--- config.mk ---
export PLATFORM = sky130hd
export DESIGN_NAME = rx
export DESIGN_NICKNAME = d
export VERILOG_FILES = /design/src/rtl/rx.sv
export SDC_FILE = /design/constraint.sdc
export NUM_CORES = 1
export LEC_CHECK = 0
export CAP_MARGIN = 20
export CORE_UTILIZATION = 58
export CTS_CLUSTER_DIAMETER = 80
export CTS_CLUSTER_SIZE = 10
export DETAILED_ROUTE_END_ITERATION = 10
export GPL_TIMING_DRIVEN = 0
export HOLD_SLACK_MARGIN = 0.12
export PLACE_DENSITY = 0.82
export SYNTH_ARGS = -nofsm -noshare
export SYNTH_HDL_FRONTEND = slang
export SYNTH_SLANG_ARGS = --single-unit
--- constraint.sdc ---
create_clock -name rx_Clk -period 3.5 [get_ports rx_Clk]
set_clock_uncertainty 0.05 [all_clocks]
set_input_delay 0.7 -clock rx_Clk [delete_from_list [all_inputs] [get_ports rx_Clk]]
set_output_delay 0.7 -clock rx_Clk [all_outputs]
set_load 0.01 [all_outputs]
--- src/rtl/rx.sv ---
// UART receiver: 2-flop synchronised serial input, mid-bit sampling, and a 10-bit frame
// presented MSB-first ({start, data in arrival order, stop}), with frame-error and busy flags.
module rx #(
  parameter int CLKS_PER_BIT = 16
) (
  input  logic       rx_Clk,
  input  logic       rx_Rst_n,
  input  logic       in_bit,
  input  logic       rx_enable,
  output logic [9:0] o_rx_byte,
  output logic       rx_done,
  output logic       frame_err,
  output logic       rx_busy
);

  localparam int CW = (CLKS_PER_BIT > 1) ? $clog2(CLKS_PER_BIT) : 1;
  localparam logic [CW-1:0] LP_CNT_MID = CW'(CLKS_PER_BIT / 2 - 1);
  localparam logic [CW-1:0] LP_CNT_END = CW'(CLKS_PER_BIT - 1);
  localparam logic [CW-1:0] LP_CNT_ONE = CW'(1);
  localparam logic [2:0]    LP_BIT_LAST = 3'd7;

  typedef enum logic [1:0] {
    ST_IDLE  = 2'd0,
    ST_START = 2'd1,
    ST_DATA  = 2'd2,
    ST_STOP  = 2'd3
  } state_t;

  state_t          r_state;
  state_t          w_state_nxt;
  logic            r_s1;
  logic            r_s2;
  logic            r_s2_d;
  logic [CW-1:0]   r_clk_cnt;
  logic [CW-1:0]   w_clk_cnt_nxt;
  logic [2:0]      r_bit_cnt;
  logic [2:0]      w_bit_cnt_nxt;
  logic [8:0]      r_shift;
  logic [8:0]      w_shift_nxt;
  logic [9:0]      r_rx_byte;
  logic [9:0]      w_rx_byte_nxt;
  logic            r_done;
  logic            w_done_nxt;
  logic            r_ferr;
  logic            w_ferr_nxt;
  logic            r_busy;
  logic            w_fall;
  logic            w_cnt_mid;
  logic            w_cnt_end;
  logic            w_last_bit;
  logic            w_state_chg;

  // Line synchroniser plus one history flop for falling-edge detection.
  always_ff @(posedge rx_Clk or negedge rx_Rst_n) begin
    if (!rx_Rst_n) begin
      r_s1   <= 1'b1;
      r_s2   <= 1'b1;
      r_s2_d <= 1'b1;
    end else begin
      r_s1   <= in_bit;
      r_s2   <= r_s1;
      r_s2_d <= r_s2;
    end
  end

  assign w_fall      = r_s2_d & ~r_s2;
  assign w_cnt_mid   = (r_clk_cnt == LP_CNT_MID);
  assign w_cnt_end   = (r_clk_cnt == LP_CNT_END);
  assign w_last_bit  = (r_bit_cnt == LP_BIT_LAST);
  assign w_state_chg = (w_state_nxt != r_state);

  // FSM state register.
  always_ff @(posedge rx_Clk or negedge rx_Rst_n) begin
    if (!rx_Rst_n) begin
      r_state <= ST_IDLE;
    end else begin
      r_state <= w_state_nxt;
    end
  end

  // FSM next-state logic; only IDLE looks at rx_enable, so a frame in flight always completes.
  always_comb begin
    w_state_nxt = r_state;
    case (r_state)
      ST_IDLE: begin
        if (rx_enable && w_fall) begin
          w_state_nxt = ST_START;
        end else begin
          w_state_nxt = ST_IDLE;
        end
      end
      ST_START: begin
        if (w_cnt_mid) begin
          w_state_nxt = r_s2 ? ST_IDLE : ST_DATA;
        end else begin
          w_state_nxt = ST_START;
        end
      end
      ST_DATA: begin
        if (w_cnt_end && w_last_bit) begin
          w_state_nxt = ST_STOP;
        end else begin
          w_state_nxt = ST_DATA;
        end
      end
      ST_STOP: begin
        if (w_cnt_end) begin
          w_state_nxt = ST_IDLE;
        end else begin
          w_state_nxt = ST_STOP;
        end
      end
      default: begin
        w_state_nxt = ST_IDLE;
      end
    endcase
  end

  // FSM output/datapath logic: counters, shift register and the completed-frame outputs.
  always_comb begin
    w_shift_nxt   = r_shift;
    w_rx_byte_nxt = r_rx_byte;
    w_done_nxt    = 1'b0;
    w_ferr_nxt    = 1'b0;

    if (w_state_chg || (r_state == ST_IDLE) || w_cnt_end) begin
      w_clk_cnt_nxt = '0;
    end else begin
      w_clk_cnt_nxt = r_clk_cnt + LP_CNT_ONE;
    end

    if (w_state_chg) begin
      w_bit_cnt_nxt = 3'd0;
    end else if ((r_state == ST_DATA) && w_cnt_end) begin
      w_bit_cnt_nxt = r_bit_cnt + 3'd1;
    end else begin
      w_bit_cnt_nxt = r_bit_cnt;
    end

    case (r_state)
      ST_START: begin
        if (w_cnt_mid && !r_s2) begin
          w_shift_nxt = {r_shift[7:0], 1'b0};
        end else begin
          w_shift_nxt = r_shift;
        end
      end
      ST_DATA: begin
        if (w_cnt_end) begin
          w_shift_nxt = {r_shift[7:0], r_s2};
        end else begin
          w_shift_nxt = r_shift;
        end
      end
      ST_STOP: begin
        if (w_cnt_end) begin
          w_rx_byte_nxt = {r_shift, r_s2};
          w_done_nxt    = 1'b1;
          w_ferr_nxt    = ~r_s2;
        end else begin
          w_rx_byte_nxt = r_rx_byte;
          w_done_nxt    = 1'b0;
          w_ferr_nxt    = 1'b0;
        end
      end
      ST_IDLE: begin
        w_shift_nxt = r_shift;
      end
      default: begin
        w_shift_nxt = r_shift;
      end
    endcase
  end

  // Datapath and output registers; busy is registered from the next state so it tracks the FSM exactly.
  always_ff @(posedge rx_Clk or negedge rx_Rst_n) begin
    if (!rx_Rst_n) begin
      r_clk_cnt <= '0;
      r_bit_cnt <= 3'd0;
      r_shift   <= 9'd0;
      r_rx_byte <= 10'h3FF;
      r_done    <= 1'b0;
      r_ferr    <= 1'b0;
      r_busy    <= 1'b0;
    end else begin
      r_clk_cnt <= w_clk_cnt_nxt;
      r_bit_cnt <= w_bit_cnt_nxt;
      r_shift   <= w_shift_nxt;
      r_rx_byte <= w_rx_byte_nxt;
      r_done    <= w_done_nxt;
      r_ferr    <= w_ferr_nxt;
      r_busy    <= (w_state_nxt != ST_IDLE);
    end
  end

  assign o_rx_byte = r_rx_byte;
  assign rx_done   = r_done;
  assign frame_err = r_ferr;
  assign rx_busy   = r_busy;

endmodule
* Word-level counts from Yosys, hierarchy flattened *
Cells that the tools add are included.

operators by class
  bitwise operators = 2
  $add $sub $neg = 2
  mux-type cells = 16
  eq/ne operators = 9
  reduce and logical (&&, ||, !) cells = 13

operator list
  cell                                            number
  2-to-1 mux 9 bit                                2
  one-hot mux 9 bit (2 select lines)              1
  one-hot mux 2 bit (4 select lines)              1
  2-to-1 mux 1 bit                                6
  2-to-1 mux 2 bit                                3
  2-to-1 mux 3 bit                                2
  nonzero test 2 bit                              3
  adder 4 x 1 -> 4 bit (second input constant)    1
  == test 2 bit (second input constant)           2
  == test 4 x 3 -> 1 bit (second input constant)  1
  == test 4 bit (second input constant)           1
  logical AND 1 bit                               4
  2-to-1 mux 4 bit                                1
  != test 2 bit (second input constant)           2
  adder 3 x 1 -> 3 bit (second input constant)    1
  == test 3 bit (second input constant)           1
  AND reduction 3 bit                             1
  == test 2 x 1 -> 1 bit (second input constant)  1
  logical NOT 2 bit                               1
  logical OR 1 bit                                2
  != test 2 bit                                   1
  AND reduction 2 bit                             1
  bitwise AND 1 bit                               1
  logical NOT 1 bit                               1
  inverter 1 bit                                  1

word-level totals
  word-level logic and storage cells = 53
  bits of input ports = 4
  output and inout port bits = 13
  register bits = 34

* Logic depth before layout (Yosys ltp) *
  word-level depth = 9
  depth in mapped cells = 6

* Worst setup path after synthesis *
OpenSTA, ideal clock, no wires.

  path type = flip-flop to flip-flop
  start = register r_clk_cnt[0]
  end = register r_shift[1]
  library setup time = 0.125 ns
  data required time = 3.325 ns
  slack = 1.888 ns
  arrival time = 1.437 ns
  stages on the path, launching flop included = 6
  buffers on the path = 1
  cell sequence = dfrtp_1 -> ha_1 -> buf_2 -> nand2_1 -> o21bai_4 -> mux2_4

on the way
  word-level cells in the longest chain between the ends = 4
  elaborated cells on any way between the ends = 6
  classes of those cells = eq/ne: 4; reduce/logical: 2

RTL lines
  what                             line  source
  start, declared                  34    logic [CW-1:0] r_clk_cnt;
  start signal, assigned           186   r_clk_cnt <= w_clk_cnt_nxt;
  == test 4 x 3 -> 1 bit           67    assign w_cnt_mid = (r_clk_cnt == LP_CNT_MID);
  logical AND 1 bit                142   if (w_cnt_mid && !r_s2) begin
  != test 2 bit (no line)          -
  AND reduction 3 bit (no line) *  -
  end signal, assigned             188   r_shift <= w_shift_nxt;
  end, declared                    38    logic [8:0] r_shift;

Mark *: on every way between the ends. The rest lies on a longest branch, timed or not.
A chain may end at the register's enable or synchronous reset.

* Final worst setup path *
  start = register r_rx_byte[0] (netlist: o_rx_byte[0])
  end = output port o_rx_byte[0]

RTL lines
  what                    line  source
  start, declared         40    logic [9:0] r_rx_byte;
  start signal, assigned  189   r_rx_byte <= w_rx_byte_nxt;
  end, declared           10    output logic [9:0] o_rx_byte,

No word-level cell between the ends.

==> impl_results.md <==
- Slew headroom: 0.521
- CTS Hold Bufs: 0
- Largest stage delay, worst path: between 500 and 600 ps
- Crit path cell chain: clkdlybuf4s50_1
- Hold Crit Class: register to register
- Full die area: between 2000 and 3000 sq um
- Clk_lat worst skew: ~330 ps
- Endpoints failing setup: 0
- Initial antenna violation count: 0
- Largest net degree at the start of global routing: 35
- Initial Util: 0.611
- Final instance area: approximately 1800 sq um
- Die span in x: 53.1 microns
- Number of synthesized flops with an enable pin: 0
- CTS Sinks: 34
- Syn. warnings: 0
- Final wirelength: roughly 2.7 mm
- Initial DRC count: 8
- Die height: 53.1 microns
- Top post-synthesis cells by area: dfrtp_1 (35%), dfstp_2 (23%), mux2_4 (7.9%), mux2_1 (5.2%), ha_1 (2.5%)
- Post-CTS setup buffer count: 0
- Clk buf depth: 2
- Layout cell share with drive strength beyond 1: 0.336
- Cells after synthesis: between 100 and 150
- Worst Tran Pin Value: approximately 700 ps
- Setup crit end kind: output port
- RSZ-0062 raised after global routing: false
- Slowest-stage cell, CP: dfstp_2
- All-Layer GR Usage: 0.236
- Fin. max-slew vios: 0
- Worst path bufs/invs: 1
- Avg Inst Size Synth: between 10 and 15 sq um
- Global route total overflow: 0
- Area post-placement: about 1700 sq um
- Antenna diode count: 0
- Setup WS post-layout: about 1300 ps
- IO Port Bufs: 16
- Gpl congestion: ~0.8
- Post-synth top area share: 0.347
- Max Cap Viol: 0
- CP delay by family, top: flip-flops
- HPWL Detailed: roughly 1.9 mm
- Post-Syn Area: between 1500 and 2000 sq um
- Status: finished, final reports clean
- First-pass GRT wire length: between 4 and 5 mm
- Design Power: 1.09 mW
- Period utilisation layout: 0.618
- Required time of the critical path: ~2800 ps
- WS Path Type: register to output port
- PD cells: ~600 nW/um^2
- Final Hold Viols: 0
- Critical Path AT: roughly 1400 ps
- Distinct cells, synth: 37
- Pre-CTS WS: 1540 ps
- Most frequent cells in the layout: dfrtp_1 (21), clkdlybuf4s50_1 (15), dfstp_2 (13)
- Top FF cell, synth: dfrtp_1
- # nets final: between 100 and 150
- Post-layout min period: between 2000 and 2500 ps
- Commonest non-fill, non-tap cell in the layout: dfrtp_1
- DRC Markers: 0
- Peak VDD IR: just under 0.6 mV
- Total I/O pin count: 17
- H-tree depth: 2
- Average wire per standard cell: 16.5 microns
- Final ANT Viol Nets: 0
- Vias in the first global route: roughly 980
- F_max: 463 MHz
- Syn Nets: 115
- Cell taking the most area after synthesis: dfrtp_1
- CP Max Fanout: 2
- Element type at the critical path start: register
- # fillers: 179
- Vias: 940
- Area Growth Syn to Fin: 18.1%
- Clk slew on worst S/H paths: 100 ps
- CTS tree: yes
- FFs w/ async S/R, synth: 1.00
- TNS Setup: 0 ps
- Resized cells post-CTS: 0
- Std-Cell Rows: 18
- Post-DR vias/cell: a little under 6
- Leakage: roughly 0.8 nW
- #FFs+latches synth: 34
- Clock Tree Root: clkbuf_4
- Core Box Area: 2480 sq um
- Number of CTS-inserted buffers: 5
- Seq/Total Area, Yosys: 0.573
- Router iterations before antenna repair: 4
- WHS: 315 ps
-- logic make-up after synthesis --
family | share of synthesized area
XOR/XNOR | 0.0116
adder cells (fa/ha/maj) | 0.0248
buffers and inverters | 0.0322
AO/OA/AOI/OAI | 0.0876
flip-flops | 0.573
multiplexers | 0.160
AND/OR/NAND/NOR | 0.111
-- area by class of cell --
class                           instances  area, sq um  area share
Sequential cell                        34          867       0.485
Tap cell                               30         37.5      0.0210
Buffer                                  6         41.3      0.0231
Clock buffer                            6         51.3      0.0287
Clock inverter                          1         30.0      0.0168
Inverter                                2         7.51     0.00420
Multi-Input combinational cell         66          598       0.335
Timing Repair Buffer                   16          155      0.0868
-- where the power goes --
| group | internal, mW | switching [mW] |
|---|---|---|
| Sequential | 0.453 | 0.0442 |
| Clock | 0.166 | 0.122 |
| Combinational | 0.139 | 0.162 |
| Total | 0.758 | 0.329 |
-- worst register-to-register path, stage by stage, from the launching register on --
cell	delay [ps]
dfrtp_1	410
ha_1	200
buf_2	170
nand2_1	260
o21bai_4	300
mux2_4	350
-- routing by layer --
layer,GRT usage,vias to the layer above,share of wire
met5,0,-,0
met4,0.123,0,0.028
met3,0.106,10,0.049
met2,0.382,22,0.50
met1,0.258,474,0.42
li1,-,434,-
-- Yosys cell counts (3+ instances only) --
cell type  count
nor2_1         5
dfstp_2       13
dfrtp_1       21
mux2_1         7
mux2_4         8
nand4_1        3
nand2_1        4
buf_2          3
mux2_2         3
a211oi_1       4
o21ai_0        3
ha_1           3
-- flip-flops by register name, summed over array words and instances, names as in the netlist --
name and flops:
o_rx_byte 10, r_shift 9, r_clk_cnt 4, r_bit_cnt 3, r_state 2, frame_err 1
r_s1 1, r_s2 1, r_s2_d 1, rx_busy 1, rx_done 1
-- metrics by stage --
step	util	cells
6_report	0.722	161
2_1_floorplan	-	108
4_1_cts	0.722	161
5_1_grt	0.722	161
3_3_place_gp	0.691	154
3_5_place_dp	0.689	154
-- path summary, 6_finish.rpt --
kind                                           from                     end  depth (start not counted)  slack (ps)
setup / recovery           o_rx_byte[0]$_DFFE_PN1P_            o_rx_byte[0]                          1        1340
hold / removal                       r_s1$_DFF_PN1_          r_s2$_DFF_PN1_                          0         310
setup reg to reg             r_clk_cnt[0]$_DFF_PN0_  r_shift[2]$_DFFE_PN0P_                          5        1670
hold reg to reg                      r_s1$_DFF_PN1_          r_s2$_DFF_PN1_                          0         310
max in group asynchronous                  rx_Rst_n  r_shift[2]$_DFFE_PN0P_                          1        2580
min in group asynchronous                  rx_Rst_n  r_clk_cnt[2]$_DFF_PN0_                          1         360
(Power assumes the default switching activity.)
